**config.mk**
```make
export PLATFORM = sky130hd
export DESIGN_NAME = syscall_sequencer_flat
export DESIGN_NICKNAME = d
export VERILOG_FILES = /design/src/rtl/syscall_sequencer_if.sv /design/src/rtl/syscall_sequencer.sv /design/src/flat_wrapper.sv
export SDC_FILE = /design/constraint.sdc
export NUM_CORES = 1
export LEC_CHECK = 0
export BUFFER_PORTS_ARGS = -buffer_cell sky130_fd_sc_hd__buf_2
export CAP_MARGIN = 30
export CORE_MARGIN = 3
export CORE_UTILIZATION = 39
export DETAILED_ROUTE_END_ITERATION = 8
export GPL_ROUTABILITY_DRIVEN = 0
export PLACE_DENSITY = 0.66
export SYNTH_ARGS = -nofsm -noshare
export SYNTH_HDL_FRONTEND = slang
export SYNTH_SLANG_ARGS = --single-unit
```
**constraint.sdc**
```tcl
create_clock -name clk -period 3.1 [get_ports clk]
set_input_delay 0.155 -clock clk [delete_from_list [all_inputs] [get_ports clk]]
set_output_delay 0.155 -clock clk [all_outputs]
set_load 0.01 [all_outputs]
```
**src/rtl/syscall_sequencer_if.sv**
```systemverilog
// ---------------------------------------------------------------------------
// syscall_sequencer_if
//   Bus bundle between the SYSCALL sequencer and its two peers: the data
//   memory word-read port (req/ack) and the console character stream
//   (valid/ready).
//
//   Signals
//     mem_req     sequencer -> memory   word read request
//     mem_addr    sequencer -> memory   word-aligned byte address (ADDR_W)
//     mem_ack     memory -> sequencer   read data valid this cycle
//     mem_rdata   memory -> sequencer   32-bit read word
//     char_out    sequencer -> console  character byte
//     char_valid  sequencer -> console  character valid
//     char_ready  console -> sequencer  console accepts character
//
//   Modports
//     master  the sequencer side
//     slave   the memory/console side
// ---------------------------------------------------------------------------
interface syscall_sequencer_if #(
  parameter int ADDR_W = 32
);
  logic              mem_req;
  logic [ADDR_W-1:0] mem_addr;
  logic              mem_ack;
  logic [31:0]       mem_rdata;
  logic [7:0]        char_out;
  logic              char_valid;
  logic              char_ready;

  modport master (
    output mem_req,
    output mem_addr,
    input  mem_ack,
    input  mem_rdata,
    output char_out,
    output char_valid,
    input  char_ready
  );

  modport slave (
    input  mem_req,
    input  mem_addr,
    output mem_ack,
    output mem_rdata,
    input  char_out,
    input  char_valid,
    output char_ready
  );
endinterface

```
**src/rtl/syscall_sequencer.sv**
```systemverilog
// ---------------------------------------------------------------------------
// syscall_sequencer
//   Clocked multi-cycle handler for the SYSCALL instruction. While a service
//   is in progress it holds the PC and register file (stall). The
//   print-string service (v0 = 4) walks a NUL-terminated string in data
//   memory one byte per word fetch and pushes each character to the console.
//   Service v0 = 10 halts the program for good. Any other service pulses
//   unsup and retires the instruction.
//
//   Optional build macro
//     SYSCALL_PRINT_HEX_EN  when defined, service v0 = 34 prints a0 as eight
//                           lowercase hex digits (MSB nibble first) without
//                           touching memory. When undefined, v0 = 34 is
//                           unsupported like any other unknown service.
//
//   Parameters
//     MAX_LEN  max characters emitted by one print-string (truncates)
//     ADDR_W   memory address width
//
//   Ports
//     clk      system clock, rising edge
//     reset    asynchronous active-high reset
//     syscall  decoder flag, high while a SYSCALL is the current instruction
//     vreg     $v0 read port, selects the service
//     areg     $a0 read port, string base address / hex value
//     bus      memory req/ack port and console valid/ready stream (master)
//     stall    freeze PC and register writes
//     halt     sticky, program finished
//     unsup    one-cycle pulse on an unsupported service number
// ---------------------------------------------------------------------------
module syscall_sequencer #(
  parameter int MAX_LEN = 256,
  parameter int ADDR_W  = 32
) (
  input  logic                clk,
  input  logic                reset,
  input  logic                syscall,
  input  logic [31:0]         vreg,
  input  logic [31:0]         areg,
  syscall_sequencer_if.master bus,
  output logic                stall,
  output logic                halt,
  output logic                unsup
);

  localparam int CNT_W = (MAX_LEN < 2) ? 1 : $clog2(MAX_LEN + 1);

  localparam logic [2:0] ST_IDLE  = 3'd0;
  localparam logic [2:0] ST_FETCH = 3'd1;
  localparam logic [2:0] ST_WAIT  = 3'd2;
  localparam logic [2:0] ST_EMIT  = 3'd3;
  localparam logic [2:0] ST_DONE  = 3'd4;
  localparam logic [2:0] ST_HALT  = 3'd5;

  localparam logic [31:0] SVC_PRINT_STR = 32'd4;
  localparam logic [31:0] SVC_EXIT      = 32'd10;
`ifdef SYSCALL_PRINT_HEX_EN
  localparam logic [31:0] SVC_PRINT_HEX = 32'd34;
`endif

  // Big-endian byte lane: address offset 0 is the most significant byte.
  function automatic logic [7:0] lane_byte(input logic [31:0] word,
                                           input logic [1:0]  lane);
    logic [7:0] b;
    case (lane)
      2'd0:    b = word[31:24];
      2'd1:    b = word[23:16];
      2'd2:    b = word[15:8];
      default: b = word[7:0];
    endcase
    return b;
  endfunction

`ifdef SYSCALL_PRINT_HEX_EN
  // Lowercase ASCII hex digit.
  function automatic logic [7:0] hex_ascii(input logic [3:0] nib);
    logic [7:0] c;
    if (nib < 4'd10) c = 8'h30 + {4'd0, nib};
    else             c = 8'h57 + {4'd0, nib};   // 'a' - 10
    return c;
  endfunction
`endif

  logic [2:0]        state_q, state_d;
  logic [ADDR_W-1:0] ptr_q,   ptr_d;
  logic [CNT_W-1:0]  cnt_q,   cnt_d;
  logic [7:0]        char_q,  char_d;
  logic              halt_q,  halt_d;
  logic              unsup_q, unsup_d;
`ifdef SYSCALL_PRINT_HEX_EN
  logic              hex_mode_q, hex_mode_d;
  logic [31:0]       hex_q,      hex_d;
  logic [2:0]        hex_cnt_q,  hex_cnt_d;
`endif

  logic       mem_req_w;
  logic [7:0] rd_byte;

  assign rd_byte = lane_byte(bus.mem_rdata, ptr_q[1:0]);

  always_comb begin
    state_d = state_q;
    ptr_d   = ptr_q;
    cnt_d   = cnt_q;
    char_d  = char_q;
    halt_d  = halt_q;
    unsup_d = 1'b0;
`ifdef SYSCALL_PRINT_HEX_EN
    hex_mode_d = hex_mode_q;
    hex_d      = hex_q;
    hex_cnt_d  = hex_cnt_q;
`endif
    case (state_q)
      ST_IDLE: begin
        if (syscall && !halt_q) begin
          ptr_d = ADDR_W'(areg);
          cnt_d = '0;
`ifdef SYSCALL_PRINT_HEX_EN
          hex_mode_d = 1'b0;
`endif
          if (vreg == SVC_PRINT_STR) begin
            state_d = ST_FETCH;
          end else if (vreg == SVC_EXIT) begin
            halt_d  = 1'b1;
            state_d = ST_HALT;
`ifdef SYSCALL_PRINT_HEX_EN
          end else if (vreg == SVC_PRINT_HEX) begin
            // First digit goes straight out; hex_q holds the remaining
            // nibbles left-justified so the next digit is always [31:28].
            hex_mode_d = 1'b1;
            char_d     = hex_ascii(areg[31:28]);
            hex_d      = areg << 4;
            hex_cnt_d  = 3'd0;
            state_d    = ST_EMIT;
`endif
          end else begin
            unsup_d = 1'b1;
            state_d = ST_DONE;
          end
        end
      end

      ST_FETCH: begin
        state_d = ST_WAIT;
      end

      ST_WAIT: begin
        if (bus.mem_ack) begin
          if (rd_byte == 8'h00) begin
            state_d = ST_DONE;
          end else begin
            char_d  = rd_byte;
            state_d = ST_EMIT;
          end
        end
      end

      ST_EMIT: begin
        if (bus.char_ready) begin
`ifdef SYSCALL_PRINT_HEX_EN
          if (hex_mode_q) begin
            char_d    = hex_ascii(hex_q[31:28]);
            hex_d     = hex_q << 4;
            hex_cnt_d = hex_cnt_q + 3'd1;
            state_d   = (hex_cnt_q == 3'd7) ? ST_DONE : ST_EMIT;
          end else
`endif
          begin
            // The word is re-fetched for every byte; nothing is cached.
            ptr_d   = ptr_q + ADDR_W'(1);
            cnt_d   = cnt_q + CNT_W'(1);
            state_d = ((cnt_q + CNT_W'(1)) == CNT_W'(MAX_LEN)) ? ST_DONE
                                                               : ST_FETCH;
          end
        end
      end

      // Retire cycle: stall drops so the PC advances; syscall is ignored.
      ST_DONE: begin
        state_d = ST_IDLE;
      end

      ST_HALT: begin
        state_d = ST_HALT;
      end

      default: begin
        state_d = ST_IDLE;
      end
    endcase
  end

  always_ff @(posedge clk or posedge reset) begin
    if (reset) begin
      state_q <= ST_IDLE;
      ptr_q   <= '0;
      cnt_q   <= '0;
      char_q  <= 8'h00;
      halt_q  <= 1'b0;
      unsup_q <= 1'b0;
`ifdef SYSCALL_PRINT_HEX_EN
      hex_mode_q <= 1'b0;
      hex_q      <= '0;
      hex_cnt_q  <= '0;
`endif
    end else begin
      state_q <= state_d;
      ptr_q   <= ptr_d;
      cnt_q   <= cnt_d;
      char_q  <= char_d;
      halt_q  <= halt_d;
      unsup_q <= unsup_d;
`ifdef SYSCALL_PRINT_HEX_EN
      hex_mode_q <= hex_mode_d;
      hex_q      <= hex_d;
      hex_cnt_q  <= hex_cnt_d;
`endif
    end
  end

  // Outputs decode straight from state so reset clears them immediately,
  // and mem_req / char_valid come from disjoint states.
  assign mem_req_w      = (state_q == ST_FETCH) || (state_q == ST_WAIT);
  assign bus.mem_req    = mem_req_w;
  assign bus.mem_addr   = mem_req_w ? {ptr_q[ADDR_W-1:2], 2'b00} : '0;
  assign bus.char_valid = (state_q == ST_EMIT);
  assign bus.char_out   = char_q;
  assign halt           = halt_q;
  assign unsup          = unsup_q;

  // Combinational so the SYSCALL cycle itself already holds the PC.
  assign stall = (syscall && (state_q == ST_IDLE) && !halt_q) ||
                 (state_q == ST_FETCH) || (state_q == ST_WAIT) ||
                 (state_q == ST_EMIT);

endmodule
```
**src/flat_wrapper.sv**
```systemverilog
// flat-port wrapper written by rule: the top's interface ports become plain ports
module syscall_sequencer_flat 
#(
  parameter int MAX_LEN = 256,
  parameter int ADDR_W  = 32
)
  (clk, reset, syscall, vreg, areg, stall, halt, unsup, bus_mem_req, bus_mem_addr, bus_mem_ack, bus_mem_rdata, bus_char_out, bus_char_valid, bus_char_ready);
  syscall_sequencer_if #(.ADDR_W(ADDR_W)) bus_i ();
  input  logic clk;
  input  logic reset;
  input  logic syscall;
  input  logic [31:0] vreg;
  input  logic [31:0] areg;
  output logic stall;
  output logic halt;
  output logic unsup;
  output wire logic [$bits(bus_i.mem_req)-1:0] bus_mem_req;
  output wire logic [$bits(bus_i.mem_addr)-1:0] bus_mem_addr;
  input wire logic [$bits(bus_i.mem_ack)-1:0] bus_mem_ack;
  input wire logic [$bits(bus_i.mem_rdata)-1:0] bus_mem_rdata;
  output wire logic [$bits(bus_i.char_out)-1:0] bus_char_out;
  output wire logic [$bits(bus_i.char_valid)-1:0] bus_char_valid;
  input wire logic [$bits(bus_i.char_ready)-1:0] bus_char_ready;
  assign bus_mem_req = bus_i.mem_req;
  assign bus_mem_addr = bus_i.mem_addr;
  assign bus_i.mem_ack = bus_mem_ack;
  assign bus_i.mem_rdata = bus_mem_rdata;
  assign bus_char_out = bus_i.char_out;
  assign bus_char_valid = bus_i.char_valid;
  assign bus_i.char_ready = bus_char_ready;
  syscall_sequencer #(.MAX_LEN(MAX_LEN), .ADDR_W(ADDR_W)) u_core (.clk(clk), .reset(reset), .syscall(syscall), .vreg(vreg), .areg(areg), .bus(bus_i), .stall(stall), .halt(halt), .unsup(unsup));
endmodule
```
== Yosys cells after proc, flatten, opt, wreduce, memory -nomap -nowiden ==
Index checks and enable logic that the tools add are counted.

* ROM bits: 0
* Memories kept: 0
* Latch bits: 0
* Register bits: 54
* Input bits: 101
* Memory bits (writable): 0

* Order comparisons: 0
* Eq/ne operators: 12
* Reduce and logical (&&, ||, !) cells: 16
* Bitwise gates (word level): 2
* Divide/modulo/power cells: 0
* $mul: 0
* Multiplexer cells: 20
* Shift operators: 0
* $add $sub $neg: 2

{| class="wikitable"
|+ Operator list
! kind !! count
|-
| 2-to-1 mux 32 bit || 3
|-
| case mux 32 bit (2 select lines) || 1
|-
| adder 32 x 1 -> 32 bit, second input constant || 1
|-
| equality test 32 x 3 -> 1 bit, second input constant || 1
|-
| equality test 32 x 4 -> 1 bit, second input constant || 1
|-
| case mux 8 bit (3 select lines) || 1
|-
| 2-to-1 mux 3 bit || 6
|-
| 2-to-1 mux 9 bit || 2
|-
| case mux 9 bit (2 select lines) || 1
|-
| case mux 3 bit (5 select lines) || 1
|-
| adder 9 x 1 -> 9 bit, second input constant || 1
|-
| equality test 9 bit, second input constant || 1
|-
| AND reduction 3 bit || 3
|-
| zero test 8 bit || 1
|-
| equality test 3 x 2 -> 1 bit, second input constant || 2
|-
| 2-to-1 mux 1 bit || 5
|-
| logical OR 1 bit || 4
|-
| inequality test 2 x 1 -> 1 bit, second input constant || 2
|-
| AND reduction 4 bit || 1
|-
| equality test 3 x 1 -> 1 bit, second input constant || 1
|-
| equality test 3 bit, second input constant || 1
|-
| logical AND 1 bit || 3
|-
| zero test 3 bit || 1
|-
| equality test 2 x 1 -> 1 bit, second input constant || 1
|-
| other kinds (6) || 7
|}

== Longest topological paths before layout ==
Gate-level depths: netlist of run 1.

* Depth in word-level cells: 6
* Depth in mapped cells: 8
* Depth with buffers taken out: 7

== Worst setup path before layout of run 1 ==
No wires, ideal clock.

* Kind: register to register
* From: register u_core.ptr_q[0]
* To: register u_core.char_q[0], in the netlist u_core.bus.char_out[0]
* Setup slack: 0.780 ns
* Cell stages (with the launch flop): 9
* Library setup time: 0.125 ns
* Required time: 2.975 ns
* Data arrival time: 2.196 ns
* Cell sequence: dfrtp_1 inv_1 ha_1 clkbuf_1 a222oi_1 mux2i_1 nor4_2 a31oi_2 mux2_2

* Cells in the longest elaborated chain, start to end: 5

{| class="wikitable"
|+ Ends and longest elaborated chain
! item !! line !! RTL
|-
| start: declaration || syscall_sequencer.sv:85 || <nowiki>logic [ADDR_W-1:0] ptr_q, ptr_d;</nowiki>
|-
| start signal: assignment || syscall_sequencer.sv:208 || <nowiki>ptr_q <= ptr_d;</nowiki>
|-
| equality test 2 bit (tied with other cells) || syscall_sequencer.sv:65 || <nowiki>case (lane)</nowiki>
|-
| case mux 8 bit (3 select lines) (*) || syscall_sequencer.sv:65 ||
|-
| zero test 8 bit || syscall_sequencer.sv:149 || <nowiki>if (rd_byte == 8'h00) begin</nowiki>
|-
| NOT 1 bit (no line) || - ||
|-
| AND reduction 3 bit (no line) || - ||
|-
| end signal: assignment || syscall_sequencer.sv:210 || <nowiki>char_q <= char_d;</nowiki>
|-
| end: declaration || syscall_sequencer.sv:87 || <nowiki>logic [7:0] char_q, char_d;</nowiki>
|}

Every way passes the cells marked *; elsewhere a longest branch is shown, timed or not.
A chain may end at the register's enable or synchronous reset.

== Worst setup path in the final report of run 1 ==
* From: register u_core.ptr_q[1]
* To: register u_core.ptr_q[16]

* Cells in the longest elaborated chain, start to end: 3

{| class="wikitable"
|+ Ends and longest elaborated chain
! item !! line !! RTL
|-
| adder 32 x 1 -> 32 bit || syscall_sequencer.sv:170 || <nowiki>ptr_d = ptr_q + ADDR_W'(1);</nowiki>
|-
| 2-to-1 mux 32 bit || syscall_sequencer.sv:159 || <nowiki>if (bus.char_ready) begin</nowiki>
|-
| case mux 32 bit (2 select lines) || syscall_sequencer.sv:113 || <nowiki>case (state_q)</nowiki>
|}

No other way between the ends. The select of a mux whose other input is x is not followed.

==> results of run 1 <==
## power by group
group          total, mW  internal (mW)  switching, mW
Combinational       1.73          0.750          0.976
Clock              0.594          0.345          0.249
Sequential          1.35          0.979          0.371
## final timing paths
kind	startpoint	end	slack [ns]
max	u_core.ptr_q[1]$_DFFE_PP0P_	u_core.ptr_q[16]$_DFFE_PP0P_	0.51
min	areg[1]	u_core.ptr_q[1]$_DFFE_PP0P_	0.09
max reg2reg	u_core.ptr_q[1]$_DFFE_PP0P_	u_core.ptr_q[16]$_DFFE_PP0P_	0.51
min reg2reg	u_core.cnt_q[8]$_DFFE_PP0P_	u_core.cnt_q[8]$_DFFE_PP0P_	0.53
max in group asynchronous	reset	u_core.ptr_q[12]$_DFFE_PP0P_	1.86
min in group asynchronous	reset	u_core.state_q[0]$_DFFE_PP0P_	0.41
## repair_timing
item | CTS | global route
hold buffers | 1 | 0
resized for setup | 0 | 0
hold endpoints to repair | 23 | 0
## critical path: cells and delay by family, from the launching register on
| kind | cells | cell delay [ns] |
|---|---|---|
| and+or+nand+nor | 3 | 1.06 |
| DFF | 1 | 0.44 |
| AOI/OAI and AO/OA | 2 | 0.39 |
| adders and majority gates | 1 | 0.63 |
## state kept, by name, summed over array words and instances (netlist names)
register             cells
u_core.bus.char_out      8
u_core.cnt_q             9
u_core.halt              1
u_core.ptr_q            32
u_core.state_q           3
u_core.unsup             1
## final cells by class
| class | instances | area (sq um) |
|---|---|---|
| Fill cell | 894 | 4322 |
| Multi-Input combinational cell | 362 | 2177 |
| Sequential cell | 54 | 1351 |
| Timing Repair Buffer | 152 | 785.8 |
| Tap cell | 126 | 157.7 |
| Clock buffer | 6 | 82.58 |
| Clock inverter | 2 | 60.06 |
| Inverter | 10 | 37.54 |
| Antenna cell | 1 | 2.502 |
## cell usage in the layout (no fill, tap or decap), types with 3 or more instances in the layout
master     synthesis  final
a21o_1             3      3
and3_1             9      9
ha_1               5      5
a41o_1             4      4
a2bb2oi_1          8      8
clkbuf_8           0      6
nor4_1            11     10
nor3_1            10     10
nand2_1           36     36
nand3_1           28     28
inv_1              9      8
or3_1              4      4
a21oi_1           49     49
mux2_2             8      8
o22ai_1            8      8
buf_2              4    143
a31oi_1           10     10
and2_1            30     30
nor2_1            30     30
o21ai_0           35     35
buf_4              2      8
o211ai_1           5      5
nand4_1           13     13
and4_1             3      3
a22oi_1            8      8
nor2b_1            7      7
o31ai_1            3      3
o22a_1             7      7
dfrtp_1           54     54
## logic make-up (layout without fill, tap and decap cells)
group                      count (synthesis)  in the layout  synth area share
other                                      1              3          0.001012
adders and majority gates                  5              5           0.01687
DFF                                       54             54            0.3645
xor gates and xnor gates                   1              1          0.002363
buffers and inverters                     43            170           0.05096
muxes                                     10             10           0.02970
and+or+nand+nor                          189            189            0.2690
AOI/OAI and AO/OA                        155            155            0.2656
## per-layer routing
metal  up-vias  GRT usage  part of all wire  wire length [microns]
met1      1973     0.2665              0.42                   4883
met2       136     0.3621              0.51                   5937
met3        20    0.04167             0.050                    583
li1       1957          -                 -                      -
met4         0    0.07787             0.023                    268
met5         -          0                 0                      0
## per-stage QoR
step	cell area [sq um]	setup WS, ns
after floorplan	3711	0.7795
after global placement	4499	0.6465
after detailed placement	4499	0.5428
after CTS	4652	0.5207
after global routing	4654	0.1517
final	4654	0.5057
==> flow_summary.toml, run 1 <==
[power_and_ir_drop]
p_leak_nw = 2.159
cellPowerDensity_nw_per_um2 = 788.6
irDropWorstVdd_mv = 0.4733
power_mw = 3.670

[detailed_routing]
routed_wl_mm = 11.67
wl_per_cell_microns = 16.37
vias_per_cell = 5.731
drtAntennaViolNets = 0
drt_pass1_iterations = 5
vias = 4086
drc = 0
drt-initial-drc-count = 261

[logic_synthesis]
netlist.area_leader.share = 0.3645
synthCells = 458
synthTopCellsByCount = "dfrtp_1, a21oi_1, nand2_1, o21ai_0"
ys_ff_latch = 54
synth_area_leaders = "dfrtp_1, a21oi_1, and2_1, o21ai_0, nand3_1"
ys.flop_type = "dfrtp_1"
yosysTopAreaCell = "dfrtp_1"
yosys_warnings = 0
syn_area_sq_um = 3707
post-synth-top-count-cell = "dfrtp_1"
synth_seq_area_share = 0.3645
synthArstFlopShare = 1.000
synth_edf_count = 0
avgSynthCellArea_sq_um = 8.095
synth_cell_types = 53

[worst_setup_path]
arrival_ns = 2.84
crit_path_top_delay_cell = "nor4_1"
r2r_cells = 6
critPathLaunchType = "flop"
path_max_fanout = 19
critical_path_class = "reg2reg"
path_cells = "ha_1 -> nand2_1 -> nor4_1 -> nand3_1 -> a21oi_1 -> a2bb2oi_1"
worstSetupEndpointType = "flop"
max_stage_delay_ns = 0.67
crit_required_ns = 3.34

[clock_network]
cts_tree = "built"
h-tree-depth = 2
clk_pin_slew_worst_paths_ns = 0.10
numCtsBuffers = 5
cts_sinks = 54
root_buffer = "clkbuf_8"
cts_max_path_buffers = 2
clk_latency_ns = 0.31
cts_setup_buffers = 0

[floorplan]
start_util = 0.4130
pin_count = 146
die-area_sq_um = 10710
rows = 34
die_w_microns = 103.5
core_region_area_sq_um = 8976
die_y_microns = 103.5

[sta]
grt_setup_unrepaired = "false"
slew_headroom = 0.5158
final_hold_viol_count = 0
hold_slack_ns = 0.09045
clock.fmax_mhz = 385.5
report.final.slew_viol_count = 0
tns_ns = 0
worst_pin_slew_ns = 0.7197
final.min_clock_period_ns = 2.594
skew_ns = 0.003923
setup_viol = 0
min_period_over_period = 0.8369

[layout]
drive_gt1_frac = 0.2986
syn_to_final_growth_pct = 25.55
fin_util = 0.5185
final_nets = 691
fin_cells = 713

[placement]
post-dp-hpwl_mm = 8.519
io_buffers = 143
placed_cells = 703

[global_route]
grt_antenna_before_repair = 1
grt_usage = 0.2120
grt_pass1_wl_mm = 19.42
grt_max_degree = 40
grt_pass1_vias = 4100
overflow = 0

[min_path]
hold_depth = 3
hold_class = "in2reg"

[job]
cap_viol_max_count = 0

[status]
status = "completed"
No activity file was read; power rests on OpenSTA's default activity.
==> run 2, diff against run 1 <==
Settings changed: ABC_AREA set to 1, PLACE_DENSITY 0.66 to unset.
Clock period 3.1 ns to 2.5 ns, I/O delays scaled along.
==> run 2 against run 1 <==
Synthesized cell count grew 48%. Sequential power increased by 19%. Power increased by 4.7%. Design area is 11% higher. Non-clock buffer count grew 2. Fmax rose by 26%. Die area is 13% higher. Routed wire length is 9.8% higher. Flip-flop and latch count did not move. Count of clock-buffer cells in the layout down 1. Sequential share of layout area is 2.9 points lower. Worst setup slack worse by 0.070 ns. Critical endpoint is now u_core.bus.char_out[6]$_DFFE_PP0P_.
==> flow_summary.toml, run 2 <==
[floorplan]
rows = 37
pin_count = 146
die_y_microns = 109.9
die_w_microns = 109.9
start_util = 0.4041
core_region_area_sq_um = 10420
die-area_sq_um = 12070

[power_and_ir_drop]
irDropWorstVdd_mv = 0.2892
p_leak_nw = 2.761
comb_power_share = 0.445
p_clk_frac = 0.139
power_mw = 3.842
power_frac_seq = 0.416
cellPowerDensity_nw_per_um2 = 744.1
switching_power_mw = 1.809
p_int_mw = 2.034
p_sw_frac = 0.4707

[global_route]
grt_pass1_wl_mm = 21.15
grt_usage = 0.2186
overflow = 0
grt_max_degree = 55
grt_pass1_vias = 4478
grt_antenna_before_repair = 0

[logic_synthesis]
synth_edf_count = 0
yosys_warnings = 0
synthTopCellsByCount = "nand2_1, nor2_1, inv_1, dfrtp_1, nand3_1"
yosysTopAreaCell = "dfrtp_1"
synth_area_leaders = "dfrtp_1, nand2_1, nor2_1, inv_1, nand3_1"
synth_seq_area_share = 0.3210
netlist.area_leader.share = 0.3210
post-synth-top-count-cell = "nand2_1"
synthArstFlopShare = 1.000
ys.flop_type = "dfrtp_1"
syn_area_sq_um = 4209
avgSynthCellArea_sq_um = 6.226
synth_cell_types = 39
ys_ff_latch = 54
synthCells = 676

[layout]
fin_util = 0.4957
fin_cells = 949
largest_register_ffs = 32
most-common-layout-cells = "nand2_1, buf_2, nor2_1"
drive_gt1_frac = 0.2399
final_area_sq_um = 5164
final_nets = 918
syn_to_final_growth_pct = 22.68
final_common_cell = "nand2_1"
antenna_cells = 0
max_flop_register = "u_core.ptr_q"

[placement]
placed_cells = 940
post-dp-hpwl_mm = 10.05
placed_cell_area_sq_um = 5060
pre_cts_ws_ns = 0.4623
io_buffers = 143

[detailed_routing]
drt-initial-drc-count = 318
wl_per_cell_microns = 13.51
vias_per_cell = 4.914
vias = 4663
routed_wl_mm = 12.82
drt_pass1_iterations = 5
drc = 0
drtAntennaViolNets = 0

[clock_network]
clk_latency_ns = 0.32
cts_hold_buf = 1
cts_setup_buffers = 0
cts_max_path_buffers = 2
cts_sinks = 54
clk_pin_slew_worst_paths_ns = 0.11
cts_resized = 0
cts_tree = "built"
h-tree-depth = 2
root_buffer = "clkbuf_8"
numCtsBuffers = 5

[worst_setup_path]
critPathLaunchType = "flop"
path_max_fanout = 16
cp_common_cell = "nand2_1"
rrSetupSlack_ns = 0.44
crit_required_ns = 2.72
max_stage_delay_ns = 0.44
critical_path_class = "reg2reg"
worstSetupEndpointType = "flop"
path_cells = "ha_1 -> inv_2 -> nand2_1 -> o22ai_1 -> nand2_1 -> nor2_2 -> nand2_1 -> nand2_2 -> nor2_2 -> nand2_1 -> nand2_1"
arrival_ns = 2.28
crit_path_top_delay_cell = "dfrtp_1"

[sta]
tns_ns = 0
skew_ns = 0.007696
final.min_clock_period_ns = 2.064
final_hold_viol_count = 0
setup_viol = 0
report.final.slew_viol_count = 0
hold_slack_ns = 0.06698
min_period_over_period = 0.8256
layout_setup_ws_ns = 0.4359
clock.fmax_mhz = 484.5
grt_setup_unrepaired = "false"

[job]
cap_viol_max_count = 0

[status]
status = "completed"

[min_path]
hold_class = "in2reg"
## run 2: critical path: cells and delay by family, from the launching register on
kind                     cells  cell delay [ns]
flip-flops                   1             0.44
AND/OR/NAND/NOR              8             0.82
AO/OA/AOI/OAI                1             0.20
buffers and inverters        1             0.22
adder cells (fa/ha/maj)      1             0.27
## run 2: metal layers
metal	track usage	up-vias	part of all wire
met1	0.3121	2097	0.48
met2	0.3531	148	0.45
met4	0.04096	0	0.0051
met5	0	-	0
li1	-	2411	-
met3	0.03171	7	0.064
## run 2: cell type report
type | count | area [sq um]
fill | 1134 | 5253
multi-input combinational | 510 | 2384
sequential | 54 | 1351
timing repair buffer | 154 | 838.3
inverter | 87 | 326.6
tap | 136 | 170.2
clock buffer | 5 | 68.82
clock inverter | 3 | 25.02
## run 2: kinds of logic (layout without fill, tap and decap cells)
kind of cell             after synthesis  in the layout  share of synthesized area
AND/OR/NAND/NOR                      404            404                     0.4141
other                                  1              2                  0.0008909
adder cells (fa/ha/maj)                5              5                    0.01486
AO/OA/AOI/OAI                         96             96                     0.1293
XOR/XNOR                               3              3                   0.006244
buffers and inverters                113            249                     0.1136
flip-flops                            54             54                     0.3210
## run 2: worst paths after layout
check,depth (start not counted),to,start
worst max-delay path,11,u_core.bus.char_out[6]$_DFFE_PP0P_,u_core.ptr_q[0]$_DFFE_PP0P_
worst min-delay path,3,u_core.ptr_q[5]$_DFFE_PP0P_,areg[5]
worst max register to register,11,u_core.bus.char_out[6]$_DFFE_PP0P_,u_core.ptr_q[0]$_DFFE_PP0P_
worst min register to register,2,u_core.halt$_DFFE_PP0P_,u_core.halt$_DFFE_PP0P_
max in group asynchronous,4,u_core.ptr_q[23]$_DFFE_PP0P_,reset
min in group asynchronous,4,u_core.cnt_q[2]$_DFFE_PP0P_,reset
## run 2: power groups by stage
stage          clock [mW]  combinational [mW]  sequential [mW]
2_1_floorplan           0                1.31             1.51
3_3_place_gp            0                1.68             1.59
3_5_place_dp            0                1.71             1.60
4_1_cts             0.558                1.71             1.59
5_1_grt             0.586                2.00             1.66
6_report            0.535                1.71             1.60
==> run 3, diff against run 2 <==
Clock period 2.5 ns to 2.1 ns, I/O delays scaled along.
==> run 3 against run 2 <==
Count of clock-buffer cells in the layout increased by 2. Non-clock buffer count unchanged. Critical endpoint is now u_core.ptr_q[11]$_DFFE_PP0P_. Die area unchanged. Register-to-register slack got worse by 0.22 ns. Sequential share of layout area decreased by 0.052 points. Flip-flop and latch count unchanged. Design area increased by 0.29%. Combinational power increased by 20%. Via count increased by 0.77%. Power increased by 20%. Utilization increased by 0.14 points.
==> flow_summary.toml, run 3 (same netlist as run 2, synthesis figures left out) <==
[status]
status = "completed"

[sta]
skew_ns = 0.009490
worst_pin_slew_ns = 0.6176
slew_headroom = 0.5877
setup_viol = 0
final_hold_viol_count = 0
grt_setup_unrepaired = "true"
report.final.slew_viol_count = 0
clock.fmax_mhz = 531.0
min_period_over_period = 0.8968
layout_setup_ws_ns = 0.2168
final.min_clock_period_ns = 1.883

[worst_setup_path]
critPathLaunchType = "flop"
cp_common_cell = "nand2_1"
path_max_fanout = 35
crit_path_top_delay_cell = "dfrtp_1"
arrival_ns = 2.12
crit_required_ns = 2.34
worstSetupEndpointType = "flop"
path_cells = "nor3_2 -> nand2_1 -> nand2_1 -> nand2_2 -> inv_2 -> buf_4 -> o21ai_0 -> a22oi_1"
critical_path_class = "reg2reg"
max_stage_delay_ns = 0.44

[power_and_ir_drop]
p_clk_frac = 0.139
power_frac_seq = 0.415
switching_power_mw = 2.125
cellPowerDensity_nw_per_um2 = 886.8
irDropWorstVdd_mv = 0.3765
p_leak_nw = 2.765
power_mw = 4.593
p_sw_frac = 0.4626
p_int_mw = 2.468
comb_power_share = 0.446

[clock_network]
cts_sinks = 54
clk_latency_ns = 0.31
cts_tree = "built"
h-tree-depth = 2
numCtsBuffers = 5
cts_max_path_buffers = 2
cts_setup_buffers = 0
root_buffer = "clkbuf_8"
clk_pin_slew_worst_paths_ns = 0.11

[floorplan]
die_w_microns = 109.9
die_y_microns = 109.9
core_region_area_sq_um = 10420
pin_count = 146
start_util = 0.4041
rows = 37
die-area_sq_um = 12070

[global_route]
grt_usage = 0.2152
overflow = 0
grt_pass1_wl_mm = 20.82
grt_pass1_vias = 4347
grt_max_degree = 36
grt_antenna_before_repair = 0

[layout]
largest_register_ffs = 32
final_nets = 918
max_flop_register = "u_core.ptr_q"
drive_gt1_frac = 0.2448
most-common-layout-cells = "nand2_1, buf_2, nor2_1"
syn_to_final_growth_pct = 23.04
final_common_cell = "nand2_1"
antenna_cells = 0

[detailed_routing]
drt-initial-drc-count = 287
drt_pass1_iterations = 5
wl_per_cell_microns = 13.46
routed_wl_mm = 12.77
vias_per_cell = 4.952
drc = 0
drtAntennaViolNets = 0
vias = 4699

[placement]
io_buffers = 143
post-dp-hpwl_mm = 10.13
pre_cts_ws_ns = 0.07268

[min_path]
hold_class = "in2reg"

[job]
cap_viol_max_count = 0
run 3: cell types whose count changed in the layout (fill, tap and decap cells not counted), sizes merged:
cell / delta
clkbuf: +2
clkinvlp: -1
inv: -1
run 3: path summary, 6_finish.rpt:
path                       slack (ns)                                 end                               start  cells after the start
max                              0.22        u_core.ptr_q[11]$_DFFE_PP0P_       u_core.state_q[0]$_DFFE_PP0P_                      8
min                              0.06         u_core.ptr_q[7]$_DFFE_PP0P_                             areg[7]                      3
max reg2reg                      0.22        u_core.ptr_q[11]$_DFFE_PP0P_       u_core.state_q[0]$_DFFE_PP0P_                      8
min reg2reg                      0.50  u_core.bus.char_out[4]$_DFFE_PP0P_  u_core.bus.char_out[4]$_DFFE_PP0P_                      2
max in group asynchronous        1.10         u_core.ptr_q[0]$_DFFE_PP0P_                               reset                      4
min in group asynchronous        0.41        u_core.ptr_q[22]$_DFFE_PP0P_                               reset                      3
run 3: area by class of cell:
cell class,count,area [sq um]
Tap cell,136,170.2
Sequential cell,54,1353
Fill cell,1132,5238
Clock buffer,7,86.33
Clock inverter,1,5.005
Timing Repair Buffer,154,825.8
Inverter,87,329.1
Multi-Input combinational cell,510,2410
run 3: metal layers:
metal | GRT usage | share of wire
met5 | 0 | 0
met2 | 0.3375 | 0.46
met3 | 0.02819 | 0.058
met4 | 0.03384 | 0.0056
met1 | 0.3203 | 0.48
run 3: stage by stage:
stage                     TNS [ns]  std cells  area [sq um]  utilization  hold WS (ns)
final                            0        949          5179       0.4972       0.05571
after global routing      -0.02783        949          5179       0.4972       0.07069
after CTS                        0        949          5149       0.4943       0.05321
after detailed placement         0        940          5047       0.4846        0.2232
after global placement           0        940          5047       0.4846        0.2196
after floorplan                  0        677          4213            -        0.2519
run 3: power groups by stage:
stage          Sequential, mW  Combinational, mW  Clock [mW]
6_report                 1.91               2.05       0.637
5_1_grt                  1.98               2.37       0.685
4_1_cts                  1.89               2.03       0.650
3_5_place_dp             1.91               2.02           0
3_3_place_gp             1.90               1.99           0
2_1_floorplan            1.80               1.56           0
run 3: what timing repair did:
| item | in CTS | in global routing |
|---|---|---|
| endpoints found under the setup margin | 0 | 14 |
| hold endpoints to repair | 25 | 0 |
| hold buffers | 1 | 0 |
| gates resized for setup | 0 | 9 |
run 3: worst max-delay path, delay by kind of cell, from the launching register on:
kind            cells  cell delay [ns]
simple gates        4             0.65
compound gates      2             0.32
flops               1             0.44
buf+inv             2             0.41
